### config.mk
export PLATFORM = sky130hd
export DESIGN_NAME = seq_magnitude_comparator_flat
export DESIGN_NICKNAME = d
export VERILOG_FILES = /design/src/rtl/cmp_pkg.sv /design/src/rtl/seq_magnitude_comparator_if.sv /design/src/rtl/cmp_bit_decide.sv /design/src/rtl/seq_magnitude_comparator.sv /design/src/flat_wrapper.sv
export SDC_FILE = /design/constraint.sdc
export NUM_CORES = 1
export LEC_CHECK = 0
export BUFFER_PORTS_ARGS = -buffer_cell sky130_fd_sc_hd__buf_2
export CORE_ASPECT_RATIO = 0.75
export CORE_MARGIN = 4
export CORE_UTILIZATION = 50
export DETAILED_ROUTE_END_ITERATION = 10
export PLACE_DENSITY_LB_ADDON = 0.25
export SYNTH_ARGS = -nofsm -noshare
export SYNTH_HDL_FRONTEND = slang
export SYNTH_SLANG_ARGS = --single-unit
export TNS_END_PERCENT = 20
### constraint.sdc
create_clock -name clk -period 1.9 [get_ports clk]
set_input_delay 0.285 -clock clk [delete_from_list [all_inputs] [get_ports clk]]
set_output_delay 0.285 -clock clk [all_outputs]
set_load 0.01 [all_outputs]
### src/rtl/cmp_pkg.sv
`default_nettype none
// ============================================================================
// Module  : cmp_pkg
// Brief   : Shared types and constants for the bit-serial magnitude comparator.
// Revision: 1.0 - initial release
// ============================================================================
package cmp_pkg;

  typedef enum logic [1:0] {
    IDLE = 2'd0,
    SCAN = 2'd1,
    DONE = 2'd2
  } state_t;

  // Result encoding is {eq, lt, gt}; all-zero means no result available.
  localparam logic [2:0] RES_NONE = 3'b000;
  localparam logic [2:0] RES_EQ   = 3'b100;
  localparam logic [2:0] RES_LT   = 3'b010;
  localparam logic [2:0] RES_GT   = 3'b001;

  function automatic int clog2(input int value);
    int r;
    int v;
    r = 0;
    v = value - 1;
    while (v > 0) begin
      r = r + 1;
      v = v >> 1;
    end
    return r;
  endfunction

endpackage
`default_nettype wire

### src/rtl/seq_magnitude_comparator_if.sv
`default_nettype none
// ============================================================================
// Module  : seq_magnitude_comparator_if
// Brief   : Operand/handshake/result bundle for the sequential comparator.
// Revision: 1.0 - initial release
// ============================================================================
interface seq_magnitude_comparator_if #(
  parameter int WIDTH = 8
);
  logic             start;
  logic             signed_mode;
  logic [WIDTH-1:0] a;
  logic [WIDTH-1:0] b;
  logic             busy;
  logic             done;
  logic             eq;
  logic             lt;
  logic             gt;

  modport master (
    output start, signed_mode, a, b,
    input  busy, done, eq, lt, gt
  );

  modport slave (
    input  start, signed_mode, a, b,
    output busy, done, eq, lt, gt
  );
endinterface
`default_nettype wire

### src/rtl/cmp_bit_decide.sv
`default_nettype none
// ============================================================================
// Module  : cmp_bit_decide
// Brief   : Single-bit compare step; decides which operand wins at a bit.
// Revision: 1.0 - initial release
// ============================================================================
module cmp_bit_decide (
  input  logic a_bit,
  input  logic b_bit,
  input  logic is_sign_bit,
  input  logic signed_mode,
  output logic differ,
  output logic a_greater
);

  assign differ = a_bit ^ b_bit;

  // At a signed sign bit the operand holding 0 is the larger one.
  assign a_greater = (is_sign_bit & signed_mode) ? b_bit : a_bit;

endmodule
`default_nettype wire

### src/rtl/seq_magnitude_comparator.sv
`default_nettype none
// ============================================================================
// Module  : seq_magnitude_comparator
// Brief   : MSB-first bit-serial unsigned/signed comparator with early exit.
// Revision: 1.0 - initial release
// ============================================================================
module seq_magnitude_comparator #(
  parameter int WIDTH = 8
) (
  input  logic                           clk,
  input  logic                           rst_n,
  seq_magnitude_comparator_if.slave      bus
);
  import cmp_pkg::*;

  localparam int              CNT_W     = clog2(WIDTH);
  localparam logic [CNT_W-1:0] c_msb_idx = CNT_W'(WIDTH - 1);

  state_t             r_state;
  logic [WIDTH-1:0]   r_sa;
  logic [WIDTH-1:0]   r_sb;
  logic [CNT_W-1:0]   r_cnt;
  logic               r_smode;
  logic               r_busy;
  logic               r_done;
  logic [2:0]         r_res;

  logic               w_is_sign;
  logic               w_differ;
  logic               w_a_greater;

  assign w_is_sign = (r_cnt == c_msb_idx);

  cmp_bit_decide u_decide (
    .a_bit       (r_sa[WIDTH-1]),
    .b_bit       (r_sb[WIDTH-1]),
    .is_sign_bit (w_is_sign),
    .signed_mode (r_smode),
    .differ      (w_differ),
    .a_greater   (w_a_greater)
  );

  always_ff @(posedge clk or negedge rst_n) begin
    if (!rst_n) begin
      r_state <= IDLE;
      r_sa    <= '0;
      r_sb    <= '0;
      r_cnt   <= '0;
      r_smode <= 1'b0;
      r_busy  <= 1'b0;
      r_done  <= 1'b0;
      r_res   <= RES_NONE;
    end else begin
      r_done <= 1'b0;
      case (r_state)
        // DONE accepts a start exactly like IDLE for back-to-back operation.
        IDLE, DONE: begin
          if (bus.start) begin
            r_sa    <= bus.a;
            r_sb    <= bus.b;
            r_smode <= bus.signed_mode;
            r_cnt   <= c_msb_idx;
            r_res   <= RES_NONE;
            r_busy  <= 1'b1;
            r_state <= SCAN;
          end else begin
            r_state <= IDLE;
          end
        end
        SCAN: begin
          if (w_differ) begin
            r_res   <= w_a_greater ? RES_GT : RES_LT;
            r_busy  <= 1'b0;
            r_done  <= 1'b1;
            r_state <= DONE;
          end else if (r_cnt == '0) begin
            r_res   <= RES_EQ;
            r_busy  <= 1'b0;
            r_done  <= 1'b1;
            r_state <= DONE;
          end else begin
            r_sa  <= {r_sa[WIDTH-2:0], 1'b0};
            r_sb  <= {r_sb[WIDTH-2:0], 1'b0};
            r_cnt <= r_cnt - 1'b1;
          end
        end
        default: begin
          r_busy  <= 1'b0;
          r_state <= IDLE;
        end
      endcase
    end
  end

  assign bus.busy = r_busy;
  assign bus.done = r_done;
  assign bus.eq   = r_res[2];
  assign bus.lt   = r_res[1];
  assign bus.gt   = r_res[0];

endmodule
`default_nettype wire

### src/flat_wrapper.sv
// flat-port wrapper written by rule: the top's interface ports become plain ports
module seq_magnitude_comparator_flat import cmp_pkg::*;
#(
  parameter int WIDTH = 8
)
  (clk, rst_n, bus_start, bus_signed_mode, bus_a, bus_b, bus_busy, bus_done, bus_eq, bus_lt, bus_gt);
  seq_magnitude_comparator_if #(.WIDTH(WIDTH)) bus_i ();
  input  logic clk;
  input  logic rst_n;
  input wire logic [$bits(bus_i.start)-1:0] bus_start;
  input wire logic [$bits(bus_i.signed_mode)-1:0] bus_signed_mode;
  input wire logic [$bits(bus_i.a)-1:0] bus_a;
  input wire logic [$bits(bus_i.b)-1:0] bus_b;
  output wire logic [$bits(bus_i.busy)-1:0] bus_busy;
  output wire logic [$bits(bus_i.done)-1:0] bus_done;
  output wire logic [$bits(bus_i.eq)-1:0] bus_eq;
  output wire logic [$bits(bus_i.lt)-1:0] bus_lt;
  output wire logic [$bits(bus_i.gt)-1:0] bus_gt;
  assign bus_i.start = bus_start;
  assign bus_i.signed_mode = bus_signed_mode;
  assign bus_i.a = bus_a;
  assign bus_i.b = bus_b;
  assign bus_busy = bus_i.busy;
  assign bus_done = bus_i.done;
  assign bus_eq = bus_i.eq;
  assign bus_lt = bus_i.lt;
  assign bus_gt = bus_i.gt;
  seq_magnitude_comparator #(.WIDTH(WIDTH)) u_core (.clk(clk), .rst_n(rst_n), .bus(bus_i));
endmodule
Word level (Yosys, flattened, before mapping)
Index checks and enable logic that the tools add are counted.
Storage, ports and cells
  flip-flop bits (word level): 27
  bits in latches: 0
  bits in writable memories: 0
  ROM bits: 0
  input port bits: 20
  logic and storage cells: 55
  memories: 0
Cells by class
  add/subtract/negate cells: 1
  multipliers: 0
  div/mod/pow operators: 0
  $lt $le $gt $ge: 0
  equal/unequal tests: 7
  shifts and indexed selects: 0
  muxes and demuxes: 29
  bitwise logic cells: 2
  reduce and logical (&&, ||, !) cells: 8
Operator list (count)
  $mux W8: 6
  $pmux W8 S2: 2
  $mux W3: 6
  $pmux W3 S2: 2
  $mux W1: 8
  $mux W2: 3
  $ne A2 B2 Y1 const B: 3
  $pmux W2 S2: 1
  $reduce_and A2 Y1: 2
  $reduce_and A4 Y1: 1
  $eq A3 B3 Y1 const B: 1
  $logic_not A3 Y1: 1
  $ne A3 B2 Y1 const B: 1
  $reduce_and A3 Y1: 1
  $sub A3 B1 Y3 const B: 1
  $eq A2 B1 Y1 const B: 1
  $eq A2 B2 Y1 const B: 1
  $logic_not A2 Y1: 1
  $pmux W1 S2: 1
  $reduce_bool A2 Y1: 1
  $reduce_or A2 Y1: 1
  $and A1 B1 Y1: 1
  $xor A1 B1 Y1: 1

Logic depth before layout (Yosys ltp)
Gate-level depths: netlist of run 1.
  depth after elaboration: 6
  mapped depth: 6
  gate-level depth less buffers: 5

Modules after synthesis
A second synthesis of run 1 with hierarchy kept.
Second synthesis, totals
  cells, all modules: 105
  area, all modules: 1298.7 µm²
Modules (own cells, without submodules)
  seq_magnitude_comparator: instances 1, cells an instance 102, area an instance 1271.2 µm², sequential area each 675.6 µm²
  cmp_bit_decide: instances 1, cells an instance 3, area an instance 27.5 µm², sequential area each 0.0 µm²

Worst setup path before layout of run 1
OpenSTA, ideal clock, no wires.
  kind: reg2reg
  from: register u_core.r_cnt[0]
  to: register u_core.r_sa[1]
  library setup time: 0.125 ns
  data arrival time: 1.589 ns
  slack: 0.186 ns
  cell stages (with the launch flop): 7
  path buffers: 1
  period minus slack after synthesis: 1.714 ns
  path through: dfrtp_1 inv_1 ha_1 nor2b_1 o31ai_4 buf_6 mux2_4
Between the ends
  longest elaborated chain between the ends: 3
RTL lines
  start, declared: RTL line seq_magnitude_comparator.sv:22  | logic [CNT_W-1:0] r_cnt;
  start signal, assigned: RTL line seq_magnitude_comparator.sv:62  | r_cnt <= c_msb_idx;
  start signal, assigned: RTL line seq_magnitude_comparator.sv:84  | r_cnt <= r_cnt - 1'b1;
  $logic_not A3 Y1: RTL line seq_magnitude_comparator.sv:76  | end else if (r_cnt == '0) begin
  $ne A2 B2 Y1 (no source line)
  $reduce_and A4 Y1 (no source line)
  end signal, assigned: RTL line seq_magnitude_comparator.sv:59  | r_sa <= bus.a;
  end signal, assigned: RTL line seq_magnitude_comparator.sv:82  | r_sa <= {r_sa[WIDTH-2:0], 1'b0};
  end, declared: RTL line seq_magnitude_comparator.sv:20  | logic [WIDTH-1:0] r_sa;
Every way passes these cells.
A chain may end at the register's enable or synchronous reset.

Worst setup path in the final report of run 1
  from: register u_core.r_cnt[0]
  to: register u_core.r_sa[4]
Same word-level chain as after synthesis.

==> impl_metrics.yaml, run 1 <==
run_status:
  status: "finished, final reports clean"
synthesis:
  synthArstFlopShare: 1.00
  avgSynthCellArea_sq_um: 12.8
  synth-xor-area-share: 0.0129
  ys_warn_count: 0
  synthAdderAreaFrac: 0.0276
  synthSimpleGateAreaFrac: 0.0754
  synth_compound_area_frac: 0.0874
  synth_fp_nets: 129
  yosysSeqAreaShare: 0.497
  syn_area_sq_um: 1360
  synth.distinct_cells: 26
  synth_edf_count: 0
  synth_top_family_by_area: "multiplexers"
  synth_mux_area_frac: 0.271
  synthCells: 106
  synth_flop_cell: "dfrtp_1"
  synth_seq_cells: 27
cts:
  cts_made_buffers: 3
  cts_resized: 0
  cts_buffer_depth: 2
  path_clk_slew_ns: 0.13
  ctsHoldBuffers: 1
  htreeDepth: 1
  clk_latency_ns: 0.32
  post_cts_buffers: 0
  root_buffer: "clkbuf_4"
  cts.sinks: 27
  cts_tree: "yes"
global_route:
  grt_max_degree: 28
  grt_remaining_overflow: 0
  grt_pass1_wl_mm: 3.78
  groute.usage.overall: 0.145
  antenna_found_initial: 0
  grt_pass1_vias: 849
critical_path:
  r2r_slack_ns: 0.16
  worstPathMaxFanout: 15
  worstPathCellList: "inv_1 -> ha_1 -> nor2b_1 -> o31ai_4 -> buf_12 -> mux2_2"
  worstReg2RegStart: "u_core.r_cnt[0]"
  cp.depth: 6
  critical_path_class: "register to register"
  r2r-end: "u_core.r_sa[4]"
  max_stage_delay_ns: 0.41
  cp_data_arrival_time_ns: 1.95
  path_delay_family: "flip-flops"
  crit_path_top_delay_cell: "dfrtp_1"
  cp-end-kind: "register"
  r2r_cells: 6
  crit_path_start: "u_core.r_cnt[0]"
  worstSetupStartpointType: "register"
  required_ns: 2.11
  critPathBufInv: 2
hold_path:
  hp-start: "bus_signed_mode"
  min_to: "u_core.r_smode"
  worstHoldPathCells: 3
  hp-class: "input pin to register"
power_and_ir_drop:
  combPwrFrac: 0.532
  fin_total_pwr_mw: 2.65
  p_per_area_nw_per_um2: 1670
  internal_power_mw: 1.74
  seqPwrFrac: 0.379
  leakagePower_nw: 0.752
  vdd_drop_max_mv: 0.964
  switchingPower_mw: 0.916
  netSwitchingFraction: 0.345
  clkPwrFrac: 0.089
route:
  drt-vias-per-instance: 5.09
  avgRoutedWirePerCell_um: 14.0
  drc: 0
  totalWireLength_mm: 2.41
  postRouteAntennaNets: 0
  drtPass1Iterations: 4
  vias: 875
  drt_iter0_drc: 25
floorplan:
  initial_core_util: 0.523
  io_pins: 25
  rows: 16
  fp.dieW_um: 68.2
  die_area_sq_um: 3630
  die_h_um: 53.2
  core_area_sq_um: 2600
placed_design:
  dpl.hpwl_mm: 1.84
  io_buffers: 24
  gp_congestion: 0.806
flow_run:
  drv_cap: 0
cells_and_area:
  final-seq-area_sq_um: 676
  syn_to_final_growth_pct: 16.7
  final_cell_mix: "27 x dfrtp_1, 24 x buf_2, 19 x mux2_2"
  multi_input_area_sq_um: 646
  antenna_cells: 0
  drive_above_1_share: 0.456
  fillers: 210
  nets: 160
  final_common_cell: "dfrtp_1"
timing:
  slew_violations: 0
  setup_violations: 0
  fin_tns_setup_ns: 0
  rsz0062_at_grt: "false"
  fin_crit_sh: 0.915
  hold_viol: 0
  tightest_slew_ns: 0.586
  clock-skew-final_ns: 0.00703
  fmax_mhz: 575
  slew_headroom: 0.610
  fin_crit_ns: 1.74
==> stage by stage <==
stage                     utilization  setup slack, ns  instance area (sq um)  hold slack [ns]  std cells
after floorplan                     -            0.186                   1360          -0.0106        106
after global placement          0.596            0.228                   1550            0.318        167
after detailed placement        0.596            0.176                   1550            0.324        167
after CTS                       0.610            0.153                   1590            0.151        172
after global routing            0.610           0.0754                   1590            0.127        172
final                           0.610            0.162                   1590            0.157        172
==> synthesized netlist by cell type (2+ instances only) <==
cell type / number / share of area
nor2b_1: 4 / 0.018
a21oi_1: 3 / 0.011
nor2_1: 3 / 0.0083
o21ai_0: 3 / 0.011
mux2i_1: 2 / 0.015
inv_1: 2 / 0.0055
mux2_2: 19 / 0.16
buf_2: 4 / 0.015
o2bb2ai_1: 2 / 0.013
nand2b_1: 3 / 0.014
dfrtp_1: 27 / 0.50
ha_1: 3 / 0.028
nand2_1: 10 / 0.028
mux2_4: 9 / 0.099
==> how the worst max path moves through the flow <==
stage,slack [ns],end
4_1_cts,0.15,u_core.r_sa[4]
5_1_grt,0.08,u_core.r_sa[6]
3_5_place_dp,0.18,u_core.r_sa[4]
6_report,0.16,u_core.r_sa[4]
2_1_floorplan,0.19,u_core.r_sa[1]
3_3_place_gp,0.23,u_core.r_sa[5]
==> power by group through the flow <==
stage / Combinational, mW / Clock (mW) / Sequential, mW
final: 1.41 / 0.237 / 1.01
after global routing: 1.52 / 0.277 / 1.04
after CTS: 1.43 / 0.250 / 1.01
after detailed placement: 1.42 / 0 / 1.02
after global placement: 1.38 / 0 / 1.00
after floorplan: 1.08 / 0 / 0.989
==> kinds of logic (layout without fill, tap and decap cells) <==
| family | Yosys count | in the layout |
|---|---|---|
| and+or+nand+nor | 22 | 22 |
| AOI/OAI and AO/OA | 15 | 15 |
| muxes | 30 | 30 |
| DFF | 27 | 27 |
| adders and majority gates | 3 | 3 |
| xor gates and xnor gates | 2 | 2 |
| buffers and inverters | 7 | 37 |
==> metal layers <==
layer  track usage  up-vias  share of wire
met5             0        -              0
met4        0.0198        0         0.0054
met3        0.0510        2          0.058
met2         0.234       18           0.47
met1         0.191      420           0.47
li1              -      435              -
==> cell type report <==
| cell class | count | area share |
|---|---|---|
| flip-flops and latches | 27 | 0.426 |
| multi-input cells | 72 | 0.407 |
| repair buffers | 31 | 0.118 |
| well taps | 36 | 0.0284 |
| clock buffers | 4 | 0.0165 |
| inverters | 2 | 0.00473 |
==> registers in the layout, summed over array words and instances, names as in the netlist <==
signal           flops
u_core.r_sa          8
u_core.r_sb          8
u_core.r_cnt         3
u_core.r_res         3
u_core.r_state       2
u_core.bus.busy      1
u_core.bus.done      1
u_core.r_smode       1
==> worst reg2reg max path, cell delays in order (launching register included) <==
cell and delay, ns:
dfrtp_1 0.41, inv_1 0.08, ha_1 0.22, nor2b_1 0.17
o31ai_4 0.22, buf_12 0.20, mux2_2 0.35
Note: power is estimated with default switching activity, not from simulation.
==> run 2: changes to the inputs <==
- CTS_CLUSTER_SIZE: not set -> 28
- HOLD_SLACK_MARGIN: not set -> 0.15
- SYNTH_HIERARCHICAL: not set -> 1
==> impl_metrics.yaml, run 2 <==
synthesis:
  synthArstFlopShare: 1.00
  synth_flop_cell: "dfrtp_1"
  synth_area_leaders: "dfrtp_1 52%, o221a_1 8.7%, nand2b_1 7.7%"
  synth_mux_area_frac: 0.0462
  ys_warn_count: 6
  synth.most_common_cell: "dfrtp_1"
  synthTopCellsByCount: "27 x dfrtp_1, 16 x nand2b_1, 10 x o221a_1, 7 x nand2_1"
  synth_top_family_by_area: "compound AO/OA/AOI/OAI gates"
  synth-xor-area-share: 0.00674
  synth.distinct_cells: 29
  synth_fp_nets: 128
  yosysSeqAreaShare: 0.520
  synth_top_area_cell: "dfrtp_1"
  synthCells: 105
  synth_compound_area_frac: 0.178
  synth_top_area_share: 0.520
  synthAdderAreaFrac: 0.0289
  synth_edf_count: 0
  syn_area_sq_um: 1300
  synth_seq_cells: 27
  avgSynthCellArea_sq_um: 12.4
  synthSimpleGateAreaFrac: 0.177
cells_and_area:
  final_common_cell: "dfrtp_1"
  antenna_cells: 0
  final_cell_mix: "27 x dfrtp_1, 24 x buf_2, 16 x nand2b_1"
  nets: 156
  reg_top3: "u_core/r_sa (8), u_core/r_sb (8)"
  syn_to_final_growth_pct: 14.3
  drive_above_1_share: 0.303
floorplan:
  io_pins: 25
  fp.dieW_um: 66.9
  initial_core_util: 0.545
  rows: 15
  die_area_sq_um: 3490
  core_area_sq_um: 2380
  die_h_um: 52.1
global_route:
  grt_pass1_wl_mm: 4.09
  antenna_found_initial: 0
  groute.usage.overall: 0.157
  grt_max_degree: 28
  grt_remaining_overflow: 0
  grt_pass1_vias: 889
timing:
  hold_viol: 0
  fmax_mhz: 630
  tightest_slew_ns: 0.571
  clock-skew-final_ns: 0.00731
  rsz0062_at_grt: "false"
  fin_tns_setup_ns: 0
  slew_violations: 0
  fin_crit_sh: 0.836
  slew_headroom: 0.619
  fin_crit_ns: 1.59
  setup_violations: 0
route:
  drt_iter0_drc: 42
  postRouteAntennaNets: 0
  drt-vias-per-instance: 5.39
  avgRoutedWirePerCell_um: 14.3
  vias: 895
  drtPass1Iterations: 4
  drc: 0
  totalWireLength_mm: 2.37
cts:
  cts.sinks: 27
  clk_latency_ns: 0.32
  cts_buffer_depth: 2
  htreeDepth: 1
  cts_tree: "yes"
  cts_resized: 0
  cts_made_buffers: 3
  path_clk_slew_ns: 0.14
  root_buffer: "clkbuf_4"
critical_path:
  crit_path_top_delay_cell: "dfrtp_1"
  worstPathCellList: "xor2_1 -> inv_1 -> a31o_4 -> o221a_1"
  max_stage_delay_ns: 0.43
  critical_path_class: "register to register"
  cp-end-kind: "register"
  worstSetupStartpointType: "register"
  cp_data_arrival_time_ns: 1.80
  path_delay_family: "compound AO/OA/AOI/OAI gates"
  critPathBufInv: 1
  required_ns: 2.11
  worstPathMaxFanout: 16
power_and_ir_drop:
  fin_total_pwr_mw: 2.25
  leakagePower_nw: 0.679
  vdd_drop_max_mv: 0.686
  p_per_area_nw_per_um2: 1520
placed_design:
  gp_congestion: 0.811
  io_buffers: 24
  dpl.hpwl_mm: 1.73
hold_path:
  hp-class: "input pin to register"
run_status:
  status: "finished, final reports clean"
flow_run:
  drv_cap: 0
run 2: where the power goes:
group	internal (mW)	switching, mW
registers	0.830	0.172
clock network	0.0788	0.168
logic	0.497	0.504
total	1.40	0.844
run 2: cell type report:
type	instances	area, sq um
well taps	34	42.5
repair buffers	28	155
fillers	214	900
clock inverters	1	5.00
flip-flops and latches	27	676
multi-input cells	69	568
clock buffers	3	22.5
inverters	4	15.0
run 2: worst paths after layout:
path	start	to	slack [ns]	cells past startpoint
min	bus_a[0]	u_core/r_sa[0]	0.25	3
max reg2reg	u_core/r_sb[7]	u_core/r_sb[2]	0.31	4
max	u_core/r_sb[7]	u_core/r_sb[2]	0.31	4
min in group asynchronous	rst_n	u_core/bus.busy	0.46	2
max in group asynchronous	rst_n	u_core/r_sb[0]	1.05	2
min reg2reg	u_core/r_smode	u_core/r_smode	0.51	2
run 2: routing by layer:
layer  global-route usage  up-vias  wire length [um]
li1                     -      433                 -
met1                0.201      436              1100
met2                0.260       22              1110
met3               0.0518        4               125
met4               0.0303        0                28
met5                    0        -                 0
run 2: through the flow:
step	instances	hold WS, ns	worst slack [ns]	instance area, sq um	utilization
after floorplan	105	-0.0106	0.325	1300	-
after global placement	160	0.320	0.409	1440	0.603
after detailed placement	160	0.323	0.362	1440	0.603
after CTS	166	0.249	0.337	1480	0.623
after global routing	166	0.259	0.243	1480	0.623
final	166	0.252	0.312	1480	0.623
run 2: tightest hold or removal path, delay by kind of cell:
kind	cells	cell delay [ns]
compound gates	1	0.09
buf+inv	1	0.07
simple gates	1	0.10
run 2: cells by family (layout without fill, tap and decap cells):
group	count (synthesis)	after routing
AO/OA/AOI/OAI	23	23
XOR/XNOR	1	1
AND/OR/NAND/NOR	37	37
multiplexers	5	5
adder cells (fa/ha/maj)	3	3
buffers and inverters	9	36
flip-flops	27	27
run 2: repair_timing:
action / CTS / global route
hold buffers: 2 / 0
endpoints found under the hold margin: 28 / 0
buffers inserted: 0 / 0
